===== src/rtl/sram_pixel_writer.sv =====
// Purpose : writes an RGB332 pixel stream into the shared 16-bit SRAM frame buffer
//           (linear address = pixel index; byte lane chosen by index[18]).
// Latency : accept at t, SETUP t+1, WRITE t+2..t+1+WE_CYCLES, HOLD t+2+WE_CYCLES, ready again t+3+WE_CYCLES.
// Backpr. : Pix_Ready is low for the whole transaction and while the display owns the SRAM.
//
// Ports:
//   CLOCK, RESET        rising-edge clock, synchronous active-high reset
//   Pix_Data/Valid/SOF  pixel stream in; Pix_Ready is the registered accept strobe
//   Display_Active      scan-out stage owns the SRAM; no new writes start while high
//   Address_OUT/Data_Out/Data_Drive   SRAM address, write data, tristate enable for Data_IO
//   Chip_EN/Write_EN/Out_EN/LB/UB     active-low SRAM strobes
//   Bus_Busy            writer owns the bus (top-level mux select)
//   Frame_Done          one-cycle pulse after the last pixel of a frame is accepted

module sram_pixel_writer #(
    parameter int H_PIXELS  = 800,
    parameter int V_LINES   = 600,
    parameter int WE_CYCLES = 2
) (
    input  logic        CLOCK,
    input  logic        RESET,
    input  logic [7:0]  Pix_Data,
    input  logic        Pix_Valid,
    input  logic        Pix_SOF,
    output logic        Pix_Ready,
    input  logic        Display_Active,
    output logic [18:0] Address_OUT,
    output logic [15:0] Data_Out,
    output logic        Data_Drive,
    output logic        Chip_EN,
    output logic        Write_EN,
    output logic        Out_EN,
    output logic        LB,
    output logic        UB,
    output logic        Bus_Busy,
    output logic        Frame_Done
);

    localparam int          FRAME_PIXELS = H_PIXELS * V_LINES;
    localparam logic [18:0] LAST_IDX     = 19'(FRAME_PIXELS - 1);
    localparam int          CNT_W        = (WE_CYCLES > 1) ? $clog2(WE_CYCLES) : 1;
    localparam logic [CNT_W-1:0] WE_LOAD = CNT_W'(WE_CYCLES - 1);

    typedef enum logic [1:0] {
        ST_IDLE,
        ST_SETUP,
        ST_WRITE,
        ST_HOLD
    } state_t;

    state_t            state, state_nxt;
    logic [CNT_W-1:0]  we_cnt, we_cnt_nxt;
    logic [18:0]       pix_index, pix_index_nxt;
    logic [18:0]       acc_index;
    logic              accept;

    logic              pix_ready_nxt;
    logic [18:0]       addr_nxt;
    logic [15:0]       data_nxt;
    logic              drive_nxt;
    logic              ce_nxt;
    logic              we_nxt;
    logic              lb_nxt;
    logic              ub_nxt;
    logic              busy_nxt;
    logic              done_nxt;

    // The writer never reads the SRAM.
    assign Out_EN = 1'b1;

    always_comb begin
        state_nxt     = state;
        we_cnt_nxt    = we_cnt;
        pix_index_nxt = pix_index;
        pix_ready_nxt = 1'b0;
        addr_nxt      = Address_OUT;
        data_nxt      = Data_Out;
        drive_nxt     = Data_Drive;
        ce_nxt        = Chip_EN;
        we_nxt        = Write_EN;
        lb_nxt        = LB;
        ub_nxt        = UB;
        busy_nxt      = Bus_Busy;
        done_nxt      = 1'b0;

        // Pix_Ready is only ever high in IDLE, so this is the handshake.
        accept    = (state == ST_IDLE) && Pix_Valid && Pix_Ready;
        acc_index = Pix_SOF ? 19'd0 : pix_index;

        case (state)
            ST_IDLE: begin
                if (accept) begin
                    state_nxt     = ST_SETUP;
                    addr_nxt      = acc_index;
                    data_nxt      = {Pix_Data, Pix_Data};
                    done_nxt      = (acc_index == LAST_IDX);
                    pix_index_nxt = (acc_index == LAST_IDX) ? 19'd0 : acc_index + 19'd1;
                    // Strobes are registered, so the SETUP cycle's values are loaded here.
                    busy_nxt      = 1'b1;
                    drive_nxt     = 1'b1;
                    ce_nxt        = 1'b0;
                    we_nxt        = 1'b1;
                    // Scan-out reads index[18]=1 from the upper byte lane.
                    lb_nxt        = acc_index[18];
                    ub_nxt        = ~acc_index[18];
                end else begin
                    pix_ready_nxt = ~Display_Active;
                end
            end
            ST_SETUP: begin
                state_nxt  = ST_WRITE;
                we_nxt     = 1'b0;
                we_cnt_nxt = WE_LOAD;
            end
            ST_WRITE: begin
                // Write_EN stays low; the counter covers exactly WE_CYCLES cycles.
                if (we_cnt == '0) begin
                    state_nxt = ST_HOLD;
                    we_nxt    = 1'b1;
                end else begin
                    we_cnt_nxt = we_cnt - 1'b1;
                end
            end
            ST_HOLD: begin
                state_nxt     = ST_IDLE;
                ce_nxt        = 1'b1;
                lb_nxt        = 1'b1;
                ub_nxt        = 1'b1;
                drive_nxt     = 1'b0;
                busy_nxt      = 1'b0;
                // Display_Active is only seen through this register, so a write
                // that finished under an active display cannot restart until
                // Display_Active has been low for a cycle.
                pix_ready_nxt = ~Display_Active;
            end
            default: begin
                state_nxt = ST_IDLE;
            end
        endcase
    end

    always_ff @(posedge CLOCK) begin
        if (RESET) begin
            state       <= ST_IDLE;
            we_cnt      <= '0;
            pix_index   <= '0;
            Pix_Ready   <= 1'b0;
            Address_OUT <= '0;
            Data_Out    <= '0;
            Data_Drive  <= 1'b0;
            Chip_EN     <= 1'b1;
            Write_EN    <= 1'b1;
            LB          <= 1'b1;
            UB          <= 1'b1;
            Bus_Busy    <= 1'b0;
            Frame_Done  <= 1'b0;
        end else begin
            state       <= state_nxt;
            we_cnt      <= we_cnt_nxt;
            pix_index   <= pix_index_nxt;
            Pix_Ready   <= pix_ready_nxt;
            Address_OUT <= addr_nxt;
            Data_Out    <= data_nxt;
            Data_Drive  <= drive_nxt;
            Chip_EN     <= ce_nxt;
            Write_EN    <= we_nxt;
            LB          <= lb_nxt;
            UB          <= ub_nxt;
            Bus_Busy    <= busy_nxt;
            Frame_Done  <= done_nxt;
        end
    end

endmodule


===== config.mk =====
export PLATFORM = sky130hd
export DESIGN_NAME = sram_pixel_writer
export DESIGN_NICKNAME = d
export VERILOG_FILES = /design/src/rtl/sram_pixel_writer.sv
export SDC_FILE = /design/constraint.sdc
export NUM_CORES = 1
export LEC_CHECK = 0
export ABC_AREA = 1
export BUFFER_PORTS_ARGS = -buffer_cell sky130_fd_sc_hd__buf_2
export CAP_MARGIN = 20
export CORE_MARGIN = 2
export CORE_UTILIZATION = 54
export CTS_CLUSTER_DIAMETER = 60
export DETAILED_ROUTE_END_ITERATION = 8
export PLACE_DENSITY = 0.79
export SYNTH_ARGS = -nofsm -noshare
export SYNTH_HDL_FRONTEND = slang
export SYNTH_SLANG_ARGS = --single-unit

===== constraint.sdc =====
create_clock -name CLOCK -period 1.9 [get_ports CLOCK]
set_input_delay 0.19 -clock CLOCK [delete_from_list [all_inputs] [get_ports CLOCK]]
set_output_delay 0.19 -clock CLOCK [all_outputs]
set_load 0.005 [all_outputs]

==> summary.txt, run 1 <==
yosys warns -> 0
final wirelength -> 6.193 mm
static leakage power -> 1.258 nW
final cell count without fillers -> 486
Hold Path End -> Pix_Ready
area post-placement -> 2962 um2
register bit total from synthesis -> 56
CTS tree -> yes
syn nets -> 398
PD cells -> 824.8 nW/um2
Worst EP arrival -> 1.95 ns
hold_buf cts -> 0
CTS H-Tree Depth -> 2
worst reg2reg path depth -> 10
root buffer cell -> clkbuf_8
vias -> 2541
vias per inst -> 5.228
min-delay src -> Display_Active
CP required -> 2.09 ns
final critical-path share of the clock period -> 92.77%
Final Cell Area -> 3060 um2
final hold vios -> 0
Rows -> 25
Maximum Capacitance Violations -> 0
Met1 Wirelength -> 2.771 mm
minimum clock period -> 1.763 ns
Crit path largest cell delay -> 0.37 ns
CP Cell Sequence -> inv_1, nor2_1, ha_1, nand3_1, nor2_2, nand2_2, nor2_2, nor2_4, nand3b_1, a21oi_1
core area -> 4817 um2
synth top area cells -> dfxtp_1 41%, nand2_1 13%, a21oi_1 9.1%
Wirelength per Cell -> 12.74 um
vias in the first global route -> 2180
Initial Util -> 56.86%
DRC violations left -> 0
post-synth top area share -> 40.93%
clk slew on worst S/H paths -> 0.10 ns
Yosys top cell by area -> dfxtp_1
asr flop ratio synth -> 0%
clk buf depth -> 2
gr ovfl total -> 0
Num CTS Buffers -> 5
Inst Count DP -> 478
endpoint type of the worst setup path -> flip-flop
Max Freq -> 567.4 MHz
Die Span Y -> 75.22 um
Syn-to-layout area delta -> 11.74%
max-slew violations -> 0
Chip Width -> 75.22 um
gr usage total -> 21.96%
family with the most delay on the worst path -> simple AND/OR/NAND/NOR gates
Clock Latency Late Sink -> 0.31 ns
worst reg2reg startpoint -> pix_index[1]
critical path buffer and inverter count -> 1
# setup viols final -> 0
Most used DFF post-synth -> dfxtp_1
routability cong. -> 0.9141
first-pass GRT wire length -> 9.673 mm
Hold Path Cell Cnt -> 2
Top Metal Used -> met4
Final #Nets -> 436
Worst Clk Skew -> 0.006512 ns
1st-pass router iterations -> 4
clock sinks -> 56
Port Buffers -> 55
antenna-violating nets left -> 0
post-synthesis cell type count -> 33
status -> complete, no violations
mean area per synthesized cell -> 7.208 um2
worst reg2reg path endpoint -> pix_index[3]
mapped cell area -> 2739 um2
Top cell by count, worst path -> nor2_2
drt initial violations -> 179
initial antenna violation count -> 0
share of layout cells above drive strength 1 -> 22.43%
Tot Pwr -> 0.002524 W
critical-path maximum fanout -> 11
crit start category -> flip-flop
Cells after Synth -> 380
Die ar. -> 5657 um2
Setup Buffers After CTS -> 0
# IOs -> 57
routed wl met2 -> 3.089 mm
EDFF count, synth -> 0
largest net degree at the start of global routing -> 40
antenna fix cells -> 0
slowest CP cell -> dfxtp_1
peak supply drop -> 0.5247 mV
HP Class -> in2reg
top-count cell post-synth -> nand2_1
HPWL Detailed -> 4.333 mm
reg2reg setup slack -> 0.14 ns
kind of critical path -> reg2reg
Post-synth top cells -> 93 x nand2_1, 56 x dfxtp_1, 50 x a21oi_1
register area share after synthesis -> 40.93%
wire length on met3 -> 278 um
==> registers in the layout (all words and copies together), names as in the netlist <==
| register | cells |
|---|---|
| Write_EN | 1 |
| we_cnt | 1 |
| Bus_Busy | 1 |
| UB | 1 |
| pix_index | 19 |
| LB | 1 |
| Data_Out | 8 |
| Chip_EN | 1 |
| Pix_Ready | 1 |
| Frame_Done | 1 |
| state | 2 |
| Address_OUT | 19 |
==> layout make-up <==
cell class | instances | area, um2
fillers | 469 | 1757
multi-input cells | 267 | 1323
flip-flops and latches | 56 | 1121
repair buffers | 59 | 330.3
inverters | 29 | 112.6
well taps | 67 | 83.83
clock buffers | 5 | 68.82
clock inverters | 3 | 21.27
==> worst register-to-register path: stages, from the launching register on <==
cell      delay [ns]
dfxtp_1         0.37
inv_1           0.05
nor2_1          0.13
ha_1            0.21
nand3_1         0.12
nor2_2          0.18
nand2_2         0.11
nor2_2          0.20
nor2_4          0.11
nand3b_1        0.11
a21oi_1         0.06
==> cell usage in the layout (no fill, tap or decap) <==
cell type   count
clkinvlp_4      1
a21oi_1        50
nand2_4         1
buf_4           2
o311ai_0        1
a21oi_2         1
nand3_1        28
nor3_1          2
o21ai_0        21
o22ai_1         2
clkinv_2        2
ha_1            5
xnor2_1         1
buf_2          55
a2111oi_0       1
clkbuf_8        5
o21ai_1         3
nand3b_1        3
nand4_1         1
nor2_2          7
nand3_2         2
inv_6           1
buf_12          2
nand2_2         8
inv_4           1
nor2_4          5
xor2_1          2
dfxtp_1        56
or2_2           1
conb_1          1
nor2_1         28
nand2_1        93
inv_1          27
==> layer usage <==
metal  up-vias  GRT usage [%]
met5         -              0
met4         0          5.848
met3         4          4.819
met2        68          38.60
met1      1168          27.24
li1       1301              -
==> power by group <==
group | internal, W | switching (W) | total [W]
Sequential | 0.00129 | 0.0000598 | 0.00135
Combinational | 0.000201 | 0.000306 | 0.000507
Clock | 0.000263 | 0.000408 | 0.000671
Total | 0.00175 | 0.000774 | 0.00252
==> worst max-delay path by stage <==
| stage | from | to | slack, ns | depth (start not counted) |
|---|---|---|---|---|
| after floorplan | state[0] | pix_index[9] | 0.30 | 7 |
| after global placement | Pix_SOF | pix_index[16] | 0.14 | 10 |
| after detailed placement | Pix_SOF | pix_index[12] | 0.05 | 10 |
| after CTS | state[0] | pix_index[3] | 0.08 | 7 |
| after global routing | pix_index[1] | pix_index[3] | -0.04 | 10 |
| final | pix_index[1] | pix_index[3] | 0.14 | 10 |
==> repair_timing <==
action                                 4_1_cts  5_1_grt
setup endpoints to repair                    1       11
gates cloned                                 0        0
endpoints found under the hold margin        0        0
gates resized for setup                      1        2
==> stage by stage <==
stage                     util (%)  worst slack (ns)  TNS, ns  hold slack, ns
final                        63.53            0.1375        0         0.03362
after global routing         63.53          -0.04066  -0.1124         0.02431
after global placement       61.48            0.1355        0          0.3673
after CTS                    63.38           0.08471        0         0.02546
after floorplan                  -            0.2962        0          0.2797
after detailed placement     61.48           0.04889        0          0.3688
==> kinds of logic (layout without fill, tap and decap cells) <==
| family | after synthesis | after routing | synth area share, % |
|---|---|---|---|
| adder cells (fa/ha/maj) | 5 | 5 | 2.284 |
| XOR/XNOR | 3 | 3 | 0.9595 |
| AND/OR/NAND/NOR | 179 | 179 | 29.69 |
| AO/OA/AOI/OAI | 79 | 79 | 14.94 |
| other | 1 | 1 | 0.1369 |
| buffers and inverters | 57 | 96 | 11.05 |
| flip-flops | 56 | 56 | 40.93 |
(Power assumes the default switching activity.)
==> run 2: changes to the inputs <==
Settings changed: RECOVER_POWER set to 50.
==> run 2 against run 1 <==
  * Highest routed layer unchanged
  * Critical path type unchanged
  * First-iteration DRC count down 10%
  * Sequential share of layout area up 0.47 points
  * Count of clock-buffer cells in the layout stayed put
  * Utilization decreased by 0.81 points
  * Power fell by 0.58%
  * Die area stayed put
  * Flip-flop and latch count is the same
  * Clock skew up 0.0032 ns
  * Combinational power is 4% lower
  * Clock power hardly changed
==> summary.txt, run 2 (synthesized netlist as in run 1, its figures left out) <==
HPWL Detailed -> 4.333 mm (unchanged)
clk buf depth -> 2 (unchanged)
minimum clock period -> 1.751 ns (was 1.763 ns)
critical-path maximum fanout -> 11 (unchanged)
clock sinks -> 56 (unchanged)
kind of critical path -> reg2reg (unchanged)
largest net degree at the start of global routing -> 40 (unchanged)
Sum Neg Setup Slack -> 0 ns (unchanged)
HP Class -> in2reg (unchanged)
1st-pass router iterations -> 4 (unchanged)
Initial Util -> 56.86% (unchanged)
max-slew violations -> 0 (unchanged)
Final #Nets -> 436 (unchanged)
first-pass GRT wire length -> 9.673 mm (unchanged)
Critical Path Source -> pix_index[1] (unchanged)
hold_buf cts -> 0 (unchanged)
Syn-to-layout area delta -> 10.32% (was 11.74%)
Hold Path End -> Pix_Ready (unchanged)
CTS tree -> yes (unchanged)
Rows -> 25 (unchanged)
worst reg2reg startpoint -> pix_index[1] (unchanged)
endpoint type of the worst setup path -> flip-flop (unchanged)
Maximum Capacitance Violations -> 0 (unchanged)
Final WS setup -> 0.1491 ns (was 0.1375 ns)
final hold vios -> 0 (unchanged)
status -> complete, no violations (unchanged)
Top Registers -> Address_OUT x19, pix_index x19, Data_Out x8 (unchanged)
Clock Latency Late Sink -> 0.32 ns (was 0.31 ns)
CTS H-Tree Depth -> 2 (unchanged)
reg2reg setup slack -> 0.15 ns (was 0.14 ns)
# setup viols final -> 0 (unchanged)
min-delay src -> Display_Active (unchanged)
worst reg2reg path endpoint -> pix_index[3] (unchanged)
share of layout cells above drive strength 1 -> 15.04% (was 22.43%)
peak supply drop -> 0.5144 mV (was 0.5247 mV)
Max Freq -> 571.1 MHz (was 567.4 MHz)
vias -> 2542 (was 2541)
final wirelength -> 6.196 mm (was 6.193 mm)
static leakage power -> 1.132 nW (was 1.258 nW)
Num CTS Buffers -> 5 (unchanged)
antenna fix cells -> 0 (unchanged)
gr usage total -> 21.96% (unchanged)
final critical-path share of the clock period -> 92.15% (was 92.77%)
routability cong. -> 0.9141 (unchanged)
Wirelength per Cell -> 12.75 um (was 12.74 um)
drt initial violations -> 161 (was 179)
pre-CTS setup slack -> 0.04889 ns (unchanged)
clk slew on worst S/H paths -> 0.10 ns (about the same)
initial antenna violation count -> 0 (unchanged)
vias per inst -> 5.230 (was 5.228)
root buffer cell -> clkbuf_8 (unchanged)
fill count -> 492 (was 469)
Die Span Y -> 75.22 um (unchanged)
Port Buffers -> 55 (unchanged)
Setup Buffers After CTS -> 0 (unchanged)
Die ar. -> 5657 um2 (unchanged)
Worst EP arrival -> 1.95 ns (about the same)
PD cells -> 830.5 nW/um2 (was 824.8 nW/um2)
antenna-violating nets left -> 0 (unchanged)
vias in the first global route -> 2180 (unchanged)
Chip Width -> 75.22 um (unchanged)
DRC violations left -> 0 (unchanged)
commonest cells after routing, fill and taps aside -> 93 x nand2_1, 56 x dfxtp_1, 50 x a21oi_1 (was 93 x nand2_1, 56 x dfxtp_1, 55 x buf_2)
# IOs -> 57 (unchanged)
leading cell type in the layout, fill and taps excluded -> nand2_1 (unchanged)
gr ovfl total -> 0 (unchanged)
core area -> 4817 um2 (unchanged)
Worst Clk Skew -> 0.009668 ns (was 0.006512 ns)
Hold Path Cell Cnt -> 2 (unchanged)
worst reg2reg path depth -> 10 (unchanged)
CP required -> 2.09 ns (about the same)
crit start category -> flip-flop (unchanged)
## run 2: cell count changes in the layout (fill, tap and decap cells not counted), sizes merged
cell / before / now
buf: 59 / 28
clkbuf: 5 / 36
## run 2: critical path, cell delays in order, from the launching register on
cell	delay [ns]
dfxtp_1	0.36
inv_1	0.05
nor2_1	0.13
ha_1	0.21
nand3_1	0.12
nor2_2	0.18
nand2_2	0.11
nor2_2	0.19
nor2_4	0.10
nand3b_1	0.11
a21oi_1	0.06
## run 2: repair_timing
action                                  4_1_cts  5_1_grt
cloned                                        0        0
hold endpoints to repair                      0        0
endpoints found under the setup margin        1       11
gates resized for setup                       1        2
## run 2: worst max path at each step
stage,endpoint,slack [ns]
finish,pix_index[3],0.15
global route,pix_index[3],-0.04
CTS,pix_index[3],0.08
detailed placement,pix_index[12],0.05
global placement,pix_index[16],0.14
floorplan,pix_index[9],0.30
## run 2: where the power goes
group / total, W / switching [W] / internal, W
registers: 0.00135 / 0.0000621 / 0.00129
clock network: 0.000672 / 0.000409 / 0.000263
logic: 0.000489 / 0.000305 / 0.000184
## run 2: routing by layer
layer,vias to the layer above,track usage [%],wire [um]
li1,1302,-,-
met1,1176,27.24,2788
met2,58,38.60,3061
met3,6,4.819,285
met4,0,5.848,61
met5,-,0,0
## run 2: cell type report
cell class                      count  area [um2]  area share (%)
Clock buffer                        5       68.82           2.277
Timing Repair Buffer               59       291.5           9.648
Sequential cell                    56        1121           37.10
Multi-Input combinational cell    267        1323           43.77
Tap cell                           67       83.83           2.774
Inverter                           29       112.6           3.727
Clock inverter                      3       21.27          0.7039
## run 2: through the flow
step           util, %  hold WS (ns)  cell area [um2]  power (W)  instances
2_1_floorplan        -        0.2797             2739   0.001709        380
3_3_place_gp     61.48        0.3673             2962   0.001860        478
3_5_place_dp     61.48        0.3688             2962   0.001876        478
4_1_cts          63.38       0.02546             3053   0.002541        486
5_1_grt          62.73       0.02431             3022   0.002647        486
6_report         62.73       0.02955             3022   0.002509        486
==> run 3: changes to the inputs <==
Settings changed: PLACE_DENSITY 0.79 to not set, PLACE_DENSITY_LB_ADDON set to 0.12.
==> run 3 against run 2 <==
  * Register-to-register slack better by 0.02 ns
  * Critical endpoint is now pix_index[14]
  * Critical path type unchanged
  * Cell area is 0.33% lower
  * First-iteration DRC count is 12% lower
  * Global-route usage is 0.67 points higher
  * Power is 0.42% lower
  * Maximum frequency is 1.2% higher
  * Highest routed layer unchanged
==> summary.txt, run 3 (synthesized netlist as in run 1, its figures left out) <==
Top Registers -> Address_OUT x19, pix_index x19, Data_Out x8 (unchanged)
Critical Path Source -> pix_index[1] (unchanged)
Sum Neg Setup Slack -> 0 ns (unchanged)
clk buf depth -> 2 (unchanged)
final hold vios -> 0 (unchanged)
Logic pwr share -> 19.3% (was 19.5%)
RSZ-0062 raised after global routing -> no
Sw Share -> 30.99% (was 30.94%)
HP Class -> in2reg (unchanged)
Max Freq -> 577.8 MHz (was 571.1 MHz)
post-cts resize count -> 1 (unchanged)
min-delay src -> Display_Active (unchanged)
# setup viols final -> 0 (unchanged)
Port Buffers -> 55 (unchanged)
CTS H-Tree Depth -> 2 (unchanged)
DRC violations left -> 0 (unchanged)
drt initial violations -> 142 (was 161)
leading cell type in the layout, fill and taps excluded -> nand2_1 (unchanged)
Num CTS Buffers -> 5 (unchanged)
Clock Latency Late Sink -> 0.32 ns (about the same)
hold_buf cts -> 0 (unchanged)
clk slew on worst S/H paths -> 0.10 ns (about the same)
antenna fix cells -> 0 (unchanged)
commonest cells after routing, fill and taps aside -> 93 x nand2_1, 56 x dfxtp_1, 50 x a21oi_1 (unchanged)
share of layout cells above drive strength 1 -> 15.00% (was 15.04%)
CP required -> 2.10 ns (was 2.09 ns)
Worst Tran Pin Value -> 0.5063 ns
sequential share of power -> 53.9% (was 53.7%)
vias in the first global route -> 2146 (was 2180)
clock sinks -> 56 (unchanged)
reg2reg setup slack -> 0.17 ns (was 0.15 ns)
worst reg2reg startpoint -> pix_index[1] (unchanged)
final wirelength -> 6.149 mm (was 6.196 mm)
gr usage total -> 22.63% (was 21.96%)
CTS tree -> yes (unchanged)
Setup Buffers After CTS -> 0 (unchanged)
crit start category -> flip-flop (unchanged)
antenna-violating nets left -> 0 (unchanged)
vias per inst -> 5.111 (was 5.230)
Int Pwr -> 0.001725 W (was 0.001733 W)
Slew Limit Headroom -> 66.21%
final critical-path share of the clock period -> 91.10% (was 92.15%)
vias -> 2489 (was 2542)
endpoint type of the worst setup path -> flip-flop (unchanged)
routability cong. -> 1.021 (was 0.9141)
Maximum Capacitance Violations -> 0 (unchanged)
Clock power frac -> 26.8% (about the same)
peak supply drop -> 0.5708 mV (was 0.5144 mV)
Inst Count DP -> 479 (was 478)
kind of critical path -> reg2reg (unchanged)
critical-path maximum fanout -> 5 (was 11)
area occupied by multi-input gates -> 1333 um2 (was 1323 um2)
status -> complete, no violations (unchanged)
HPWL Detailed -> 4.403 mm (was 4.333 mm)
Initial Util -> 56.86% (unchanged)
1st-pass router iterations -> 4 (unchanged)
Reg area -> 1121 um2 (unchanged)
Wirelength per Cell -> 12.63 um (was 12.75 um)
fill count -> 500 (was 492)
final cell count without fillers -> 487 (was 486)
Die Span Y -> 75.22 um (unchanged)
gr ovfl total -> 0 (unchanged)
minimum clock period -> 1.731 ns (was 1.751 ns)
root buffer cell -> clkbuf_8 (unchanged)
max-slew violations -> 0 (unchanged)
# IOs -> 57 (unchanged)
Chip Width -> 75.22 um (unchanged)
initial antenna violation count -> 0 (unchanged)
Final #Nets -> 437 (was 436)
Worst Clk Skew -> 0.006007 ns (was 0.009668 ns)
core area -> 4817 um2 (unchanged)
PD cells -> 829.8 nW/um2 (was 830.5 nW/um2)
Rows -> 25 (unchanged)
static leakage power -> 1.124 nW (was 1.132 nW)
largest net degree at the start of global routing -> 37 (was 40)
Syn-to-layout area delta -> 9.959% (was 10.32%)
Die ar. -> 5657 um2 (unchanged)
Sw Pwr -> 0.0007744 W (was 0.0007764 W)
Worst EP arrival -> 1.93 ns (was 1.95 ns)
first-pass GRT wire length -> 9.763 mm (was 9.673 mm)
[run 3: power groups by stage]
stage / Combinational, W / Clock, W / Sequential, W
4_1_cts: 0.000499 / 0.000680 / 0.00135
3_3_place_gp: 0.000485 / 0 / 0.00137
3_5_place_dp: 0.000495 / 0 / 0.00137
5_1_grt: 0.000552 / 0.000720 / 0.00136
6_report: 0.000482 / 0.000670 / 0.00135
2_1_floorplan: 0.000332 / 0 / 0.00138
[run 3: final cells by class]
class                           instances  area share [%]
Timing Repair Buffer                   60           9.098
Sequential cell                        56           37.22
Clock inverter                          2          0.5401
Tap cell                               67           2.784
Inverter                               29           3.698
Multi-Input combinational cell        267           44.25
Clock buffer                            6           2.410
[run 3: metal layers]
| metal | share of wire (%) | track usage (%) | vias up |
|---|---|---|---|
| met2 | 49 | 38.50 | 51 |
| li1 | - | - | 1297 |
| met4 | 1.3 | 7.602 | 0 |
| met5 | 0 | 0 | - |
| met3 | 4.1 | 4.685 | 7 |
| met1 | 45 | 28.64 | 1134 |
[run 3: metrics by stage]
stage	setup slack (ns)	utilization, %	total power, W	instance area (um2)	hold WS (ns)
finish	0.1692	62.52	0.002499	3012	0.02920
global route	0.01209	62.52	0.002635	3012	0.03264
CTS	0.04766	63.06	0.002524	3038	0.02961
detailed placement	0.01216	61.12	0.001865	2944	0.3744
global placement	0.1011	61.12	0.001853	2944	0.3747
floorplan	0.2962	-	0.001709	2739	0.2797
[run 3: final timing paths]
check | end | cells past startpoint
setup / recovery | pix_index[14] | 10
hold / removal | Pix_Ready | 2
setup reg to reg | pix_index[14] | 10
hold reg to reg | Address_OUT[7] | 2
[run 3: critical path, stage by stage, from the launching register on]
cell	delay, ns
dfxtp_1	0.37
inv_1	0.05
nor2_1	0.14
ha_1	0.21
nand3_1	0.12
nor2_2	0.16
nand2_2	0.12
nor2_1	0.18
nand3_1	0.09
nand3_1	0.09
a21oi_1	0.06
